[src/rtl/stack_ctrl.sv]
// stack_ctrl: pointer/sequencing controller for the 2R1W data stack RAM.
//
// The RAM is asynchronous-read / synchronous-write. Both read ports are driven
// continuously from the stack pointer, so TOS and NOS are always visible
// combinationally. One stack op is accepted per handshake. SWAP needs two
// writes and therefore occupies two cycles. An op that would overflow or
// underflow is still consumed but has no effect. It sets a sticky error flag.
//
// Ports
//   clk, rst_n                 clock, asynchronous active-low reset
//   op_valid/op/op_data        op request: opcode and 16-bit operand
//   op_ready                   op accepted this cycle when op_valid is also high
//   tos, nos                   top / next-of-stack (gated to 0 when the slot is unused)
//   depth, empty, full         occupancy
//   err_ovf, err_unf, err_clr  sticky error flags and their clear
//   mem_rd_addr0/1, mem_rdata0/1         RAM read ports (TOS / NOS slots)
//   mem_we, mem_wr_addr, mem_wdata       RAM write port
module stack_ctrl #(
   parameter int unsigned WIDTH = 6,
   parameter int unsigned SIZE  = 64
) (
   input  logic             clk,
   input  logic             rst_n,
   input  logic             op_valid,
   input  logic [2:0]       op,
   input  logic [15:0]      op_data,
   output logic             op_ready,
   output logic [15:0]      tos,
   output logic [15:0]      nos,
   output logic [WIDTH:0]   depth,
   output logic             empty,
   output logic             full,
   output logic             err_ovf,
   output logic             err_unf,
   input  logic             err_clr,
   output logic [WIDTH-1:0] mem_rd_addr0,
   output logic [WIDTH-1:0] mem_rd_addr1,
   input  logic [15:0]      mem_rdata0,
   input  logic [15:0]      mem_rdata1,
   output logic             mem_we,
   output logic [WIDTH-1:0] mem_wr_addr,
   output logic [15:0]      mem_wdata
);

   localparam logic [2:0] OpNop      = 3'd0;
   localparam logic [2:0] OpPush     = 3'd1;
   localparam logic [2:0] OpPop      = 3'd2;
   localparam logic [2:0] OpPop2Push = 3'd3;
   localparam logic [2:0] OpDup      = 3'd4;
   localparam logic [2:0] OpSwap     = 3'd5;
   localparam logic [2:0] OpOver     = 3'd6;
   localparam logic [2:0] OpReplace  = 3'd7;

   typedef enum logic [0:0] {StIdle, StSwap2} state_e;

   state_e            state_q, state_d;
   logic [WIDTH:0]    sp_q, sp_d;
   logic [15:0]       hold_q, hold_d;
   logic              err_ovf_q, err_ovf_d;
   logic              err_unf_q, err_unf_d;

   logic              accept;
   logic              has1, has2, is_full;
   logic              set_ovf, set_unf;
   logic [WIDTH-1:0]  sp_lo, addr_tos, addr_nos;

   // Slot addresses wrap mod SIZE. When a slot is unused its value is
   // don't-care because tos/nos are gated below.
   assign sp_lo    = sp_q[WIDTH-1:0];
   assign addr_tos = sp_lo - WIDTH'(1);
   assign addr_nos = sp_lo - WIDTH'(2);

   assign has1    = (sp_q != '0);
   assign has2    = (sp_q >= (WIDTH+1)'(2));
   assign is_full = (sp_q == (WIDTH+1)'(SIZE));

   assign op_ready = (state_q == StIdle);
   assign accept   = op_valid & op_ready;

   assign mem_rd_addr0 = addr_tos;
   assign mem_rd_addr1 = addr_nos;
   assign tos          = has1 ? mem_rdata0 : 16'h0000;
   assign nos          = has2 ? mem_rdata1 : 16'h0000;

   assign depth   = sp_q;
   assign empty   = ~has1;
   assign full    = is_full;
   assign err_ovf = err_ovf_q;
   assign err_unf = err_unf_q;

   always_comb begin
      sp_d        = sp_q;
      state_d     = state_q;
      hold_d      = hold_q;
      mem_we      = 1'b0;
      mem_wr_addr = sp_lo;
      mem_wdata   = op_data;
      set_ovf     = 1'b0;
      set_unf     = 1'b0;

      unique case (state_q)
         StSwap2: begin
            // Second half of SWAP: old TOS goes into the NOS slot.
            mem_we      = 1'b1;
            mem_wr_addr = addr_nos;
            mem_wdata   = hold_q;
            state_d     = StIdle;
         end
         default: begin
            if (accept) begin
               case (op)
                  OpPush: begin
                     if (is_full) begin
                        set_ovf = 1'b1;
                     end else begin
                        mem_we      = 1'b1;
                        mem_wr_addr = sp_lo;
                        mem_wdata   = op_data;
                        sp_d        = sp_q + 1'b1;
                     end
                  end
                  OpPop: begin
                     if (!has1) set_unf = 1'b1;
                     else       sp_d    = sp_q - 1'b1;
                  end
                  OpPop2Push: begin
                     if (!has2) begin
                        set_unf = 1'b1;
                     end else begin
                        mem_we      = 1'b1;
                        mem_wr_addr = addr_nos;
                        mem_wdata   = op_data;
                        sp_d        = sp_q - 1'b1;
                     end
                  end
                  OpDup: begin
                     if (is_full) begin
                        set_ovf = 1'b1;
                     end else if (!has1) begin
                        set_unf = 1'b1;
                     end else begin
                        mem_we      = 1'b1;
                        mem_wr_addr = sp_lo;
                        mem_wdata   = tos;
                        sp_d        = sp_q + 1'b1;
                     end
                  end
                  OpOver: begin
                     if (is_full) begin
                        set_ovf = 1'b1;
                     end else if (!has2) begin
                        set_unf = 1'b1;
                     end else begin
                        mem_we      = 1'b1;
                        mem_wr_addr = sp_lo;
                        mem_wdata   = nos;
                        sp_d        = sp_q + 1'b1;
                     end
                  end
                  OpReplace: begin
                     if (!has1) begin
                        set_unf = 1'b1;
                     end else begin
                        mem_we      = 1'b1;
                        mem_wr_addr = addr_tos;
                        mem_wdata   = op_data;
                     end
                  end
                  OpSwap: begin
                     if (!has2) begin
                        set_unf = 1'b1;
                     end else begin
                        // First half: NOS into the TOS slot, park old TOS.
                        mem_we      = 1'b1;
                        mem_wr_addr = addr_tos;
                        mem_wdata   = nos;
                        hold_d      = tos;
                        state_d     = StSwap2;
                     end
                  end
                  OpNop: ;
                  default: ;
               endcase
            end
         end
      endcase

      // Set takes priority over a simultaneous clear.
      err_ovf_d = (err_ovf_q & ~err_clr) | set_ovf;
      err_unf_d = (err_unf_q & ~err_clr) | set_unf;
   end

   always_ff @(posedge clk or negedge rst_n) begin
      if (!rst_n) begin
         state_q   <= StIdle;
         sp_q      <= '0;
         hold_q    <= 16'h0000;
         err_ovf_q <= 1'b0;
         err_unf_q <= 1'b0;
      end else begin
         state_q   <= state_d;
         sp_q      <= sp_d;
         hold_q    <= hold_d;
         err_ovf_q <= err_ovf_d;
         err_unf_q <= err_unf_d;
      end
   end

endmodule

[config.mk]
export PLATFORM = sky130hd
export DESIGN_NAME = stack_ctrl
export DESIGN_NICKNAME = d
export VERILOG_FILES = /design/src/rtl/stack_ctrl.sv
export SDC_FILE = /design/constraint.sdc
export NUM_CORES = 1
export LEC_CHECK = 0
export CORE_ASPECT_RATIO = 0.6
export CORE_UTILIZATION = 37
export DETAILED_ROUTE_END_ITERATION = 8
export PLACE_DENSITY_LB_ADDON = 0.08
export SLEW_MARGIN = 10
export SYNTH_ARGS = -nofsm -noshare
export SYNTH_HDL_FRONTEND = slang
export SYNTH_SLANG_ARGS = --single-unit
[constraint.sdc]
create_clock -name clk -period 3.8 [get_ports clk]
set_clock_uncertainty 0.05 [all_clocks]
set_input_delay 1.14 -clock clk [delete_from_list [all_inputs] [get_ports clk]]
set_output_delay 1.14 -clock clk [all_outputs]
set_load 0.005 [all_outputs]
-- After elaboration in Yosys (flattened, before gate mapping)
Cells that the tools add are included.
- bits in registers: 26
- bits of input ports: 55
- output and inout bits: 79
- logic and storage cells: 85
- add/sub/neg operators: 4
- $lt $le $gt $ge: 1
- equal/unequal tests: 15
- multiplexer cells: 45
- bitwise operators: 8
- reductions and logical operators: 7
- operators with widths (cell ; count):
    $mux 16 ; 8
    $mux 7 ; 7
    $pmux 16 s3 ; 1
    $pmux 7 s5 ; 1
    $mux 6 ; 5
    $mux 1 ; 20
    $pmux 6 s3 ; 1
    $ne 2x2->1 const B ; 7
    $eq 3x3->1 const B ; 4
    $reduce_and 10->1 ; 1
    $add 7x1->7 const B ; 1
    $eq 7x7->1 const B ; 1
    $ge 7x2->1 const B ; 1
    $reduce_bool 7->1 ; 1
    $sub 7x1->7 const B ; 1
    $eq 3x2->1 const B ; 2
    $sub 6x1->6 const B ; 1
    $sub 6x2->6 const B ; 1
    $pmux 1 s5 ; 1
    $reduce_bool 5->1 ; 1
    $pmux 1 s4 ; 1
    $reduce_and 4->1 ; 1
    $reduce_or 2->1 ; 2
    $and 1x1->1 ; 3
    other kinds (4) ; 7

-- Longest topological paths before layout
- depth after elaboration: 7
- depth in mapped cells: 10

-- Worst setup path before layout
Ideal clock, no wire load.
- path type: input port to output port
- start: input op[2]
- end: output mem_wr_addr[3]
- data arrival time: 2.538 ns
- required time: 2.610 ns
- setup slack: 0.072 ns
- stages on the path: 6
- path buffers: 1
- path through: clkbuf_1 > clkinv_1 > nand2_1 > o41ai_1 > a221oi_1 > a31oi_1
- word-level cells in the longest chain between the ends: 4
- elaborated cells between the ends (all ways): 6
- ends and longest elaborated chain (element ; line ; RTL):
    from (decl) ; 25 ; input logic [2:0] op,
    $eq 3x3->1 / $eq 3x2->1 (equally long branches) ; 111 ; case (op)
    $pmux 6 s3 (*) ; 111 ;
    $mux 6 (*) ; 110 ; if (accept) begin
    $mux 6 (*) ; 101 ; unique case (state_q)
    to (decl) ; 41 ; output logic [WIDTH-1:0] mem_wr_addr,
Every way passes the cells marked *; elsewhere a longest branch is shown, timed or not.

-- Worst setup path after layout
- start: register sp_q[1] (netlist: depth[1])
- end: output tos[15]
- word-level cells in the longest chain between the ends: 2
- ends and longest elaborated chain (element ; line ; RTL):
    from (decl) ; 57 ; logic [WIDTH:0] sp_q, sp_d;
    from (signal assigned) ; 202 ; sp_q <= sp_d;
    $reduce_bool 7->1 ; 73 ; assign has1 = (sp_q != '0);
    $mux 16 ; 82 ; assign tos = has1 ? mem_rdata0 : 16'h0000;
    to (decl) ; 28 ; output logic [15:0] tos,
Every way passes these cells.

==> run_results.csv <==
group,metric,value,unit
outcome,outcome,"complete, but fails checks",
outcome,violations,"setup timing",
cells_and_area,layout_commonest_cell,"clkdlybuf4s50_1",
timing,max_clock_freq,0.251,GHz
global_routing,grtUsageMet1,43.0,%
cells_and_area,n_antenna_cell,0,
critical_path,crit_required,2.61,ns
clock_tree,clock_tree_from_tritoncts,"yes",
placed_design,finalWeightedCongestion,0.978,
min_path,worst_hold_path_type,"reg2reg",
timing,min_period,3.99,ns
timing,timing.final.crit_share,105,%
clock_tree,clk_latency,0.26,ns
logic_synthesis,synth_adder_area_share,5.33,%
global_routing,use_met2,47.8,%
timing,final-max-slew-violation-count,0,
logic_synthesis,synth_enable_flop_cells,0,
clock_tree,ctsHoldBuffers,0,
placed_design,dpl_ws,-0.727,ns
global_routing,grt_overflow,0,
global_routing,grt_use_met3,8.95,%
critical_path,worst_r2r_startpoint,"depth[1]",
cells_and_area,drive_gt1_share,39.3,%
die,core_area,6880,um^2
drt,vias,3599,
logic_synthesis,synth_top_cells_by_area,"dfrtp_1, mux2_2, and2_1",
drt,first_pass_iters,5,
cells_and_area,most_frequent_cells_in_the_layout,"clkdlybuf4s50_1, buf_4, nand2_1",
logic_synthesis,netlist.area_leader.share,23.9,%
placed_design,dp_hpwl,7980,um
logic_synthesis,ys_seq_elements,26,
logic_synthesis,post_synth_num_cell_types,64,
timing,hold_violations,0,
cells_and_area,fill_cell_instance_count_of_the_final_layout,465,
die,die_width,113,um
pwr,total_power,0.00255,W
clock_tree,clock-sinks,26,
clock_tree,clock_transition_at_the_registers_of_the_reported_paths,0.07,ns
pwr,power_leakage,2.32,nW
die,top_level_ports,134,
cells_and_area,final_core_utilization,76.6,%
logic_synthesis,dominant_combinational_cell_family_by_area_after_synthesis,"compound AO/OA/AOI/OAI gates",
global_routing,grt_start_max_net_pins,30,
drt,postRouteAntennaNets,0,
logic_synthesis,yosys.area_share.xor_xnor,3.86,%
global_routing,antenna_found_initial,0,
cells_and_area,area.sequential,651,um^2
placed_design,dpl-instance-area,4580,um^2
timing,worst_pin_slew,0.588,ns
drt,dr.first_iter.drc_count,287,
timing,setup_viol,22,
timing,setup_ws_final,-0.188,ns
critical_path,timing.rr.end,"hold_q[7]",
logic_synthesis,syn_avg_cell_area,8.38,um^2
cells_and_area,syn_to_final_growth,93.5,%
cells_and_area,final_net_count,602,
placed_design,portbufs,133,
flow_run,drv_cap,0,
global_routing,first_global_vias,3453,
die,fp.dieH,68.5,um
global_routing,top_usage_layer,"met2",
logic_synthesis,syn_area,2720,um^2
critical_path,start_kind,"flip-flop",
drt,drt-vias-per-instance,5.79,
pwr,vdd.ir_drop.worst,0.356,mV
logic_synthesis,ys_async_sr_fraction,100,%
timing,max_slew_margin,60.3,%
min_path,holdCritStartpoint,"err_ovf",
logic_synthesis,post_synth_and_or_nand_nor_area_fraction,19.5,%
timing,whs,0.445,ns
critical_path,setup.worst_path.end_class,"primary output",
die,die_area,7720,um^2
clock_tree,clockRootBuffer,"clkbuf_16",
logic_synthesis,synthMuxAreaShare,10.5,%
global_routing,grt_pass1_wl,18400,um
logic_synthesis,number_of_nets_produced_by_synthesis,391,
logic_synthesis,post_synth_inst_count,325,
die,floorplan.initialDensity,39.6,%
logic_synthesis,seq_area_frac_synth,23.9,%
clock_tree,cts.path.max_buffers,2,
critical_path,path_max_fanout,4,
cells_and_area,final_cell_area,5270,um^2
critical_path,endpoint,"tos[15]",
pwr,power_density,484,nW/um^2
die,rows,23,
logic_synthesis,synth_top_area_cell,"dfrtp_1",
drt,wl_per_cell,19.8,um
drt,wl,12300,um
timing,unrepaired_setup_endpoints_after_global_routing,"yes",
critical_path,timing_worst_setup_path_type,"reg2out",
critical_path,critical_path_arrival,2.80,ns
global_routing,grt_total_usage,31.1,%
critical_path,r2r_slack,1.10,ns
critical_path,depth_of_the_worst_register_to_register_path,9,
clock_tree,cts.htree.levels,1,
logic_synthesis,yosysWarningCount,0,
drt,drt_drc_violations_left,0,
clock_tree,cts_buffers,3,
cells_and_area,multiInputGateArea,2180,um^2
logic_synthesis,synth-compound-area-share,28.5,%
critical_path,critical_path.startpoint,"depth[1]",
logic_synthesis,synth_ff_type,"dfrtp_1",
==> worst min path at each step <==
stage	endpoint	slack, ns	depth (start not counted)
global route	hold_q[6]	0.47	1
finish	err_ovf	0.44	1
floorplan	hold_q[15]	0.43	1
detailed placement	err_ovf	0.43	1
CTS	err_ovf	0.45	1
global placement	err_ovf	0.43	1
==> metal layers <==
metal  share of wire, %  up-vias
met4                1.1        0
met1                 45     1742
met3                9.7       19
li1                   -     1642
met5                  0        -
met2                 44      196
==> timing repair <==
action,in CTS,in global routing
endpoints found under the hold margin,0,0
setup buffers,27,5
endpoints found under the setup margin,39,27
resized for setup,167,66
pin swaps,18,19
cloned,5,0
==> cell families (layout without fill, tap and decap cells) <==
| kind of cell | Yosys count | after routing |
|---|---|---|
| mux | 26 | 26 |
| flops | 26 | 26 |
| buf+inv | 50 | 260 |
| fa+ha+maj | 11 | 11 |
| simple gates | 99 | 99 |
| compound gates | 101 | 101 |
| xor+xnor | 12 | 12 |
==> worst max-delay path, stage by stage, from the launching register on <==
cell and delay (ns):
dfrtp_1 0.39, inv_2 0.12, ha_4 0.14, or4b_4 0.48, or3_4 0.43, buf_4 0.16
buf_4 0.13, bufbuf_16 0.26, and2_1 0.16, dlygate4sd2_1 0.26
==> where the power goes <==
| part | switching [W] | total, W | internal (W) |
|---|---|---|---|
| Clock | 0.000105 | 0.000315 | 0.000210 |
| Sequential | 0.0000704 | 0.000439 | 0.000368 |
| Combinational | 0.000819 | 0.00180 | 0.000981 |
| Total | 0.000994 | 0.00255 | 0.00156 |
==> sequential cells by signal, summed over array words and instances (netlist names) <==
register / cells
err_ovf: 1
depth: 7
err_unf: 1
state_q: 1
hold_q: 16
==> stage by stage <==
step	TNS, ns	cells
3_5_place_dp	-14.83	585
4_1_cts	-1.74	621
3_3_place_gp	-14.80	585
2_1_floorplan	0	325
5_1_grt	-3.88	622
6_report	-1.92	622
==> synthesized netlist by cell type (2+ instances only) <==
cell / instances
nand2_1: 30
and2_1: 27
dfrtp_1: 26
inv_1: 19
a21oi_1: 18
mux2_2: 17
clkbuf_1: 16
nor2_1: 14
a221o_1: 11
o2111ai_1: 11
ha_1: 10
mux2i_1: 8
o22ai_1: 8
o21ai_0: 7
buf_2: 6
xnor2_1: 6
xor2_1: 6
nand2b_1: 5
nand4_1: 5
o21a_1: 5
a31oi_1: 4
nand3_1: 4
a211oi_1: 3
a21o_1: 3
a221oi_1: 3
a22oi_1: 3
buf_6: 3
nor3_1: 3
o31ai_1: 3
a41oi_1: 2
buf_4: 2
clkinv_1: 2
nor4_1: 2
o31a_1: 2
o41ai_1: 2
==> cell type report <==
| cell class | count | share of cell area (%) |
|---|---|---|
| clock buffer | 3 | 1.42 |
| clock inverter | 1 | 0.570 |
| inverter | 22 | 1.69 |
| multi-input combinational | 249 | 41.3 |
| sequential | 26 | 12.3 |
| tap | 87 | 2.07 |
| timing repair buffer | 234 | 40.6 |
(Power assumes the default switching activity.)
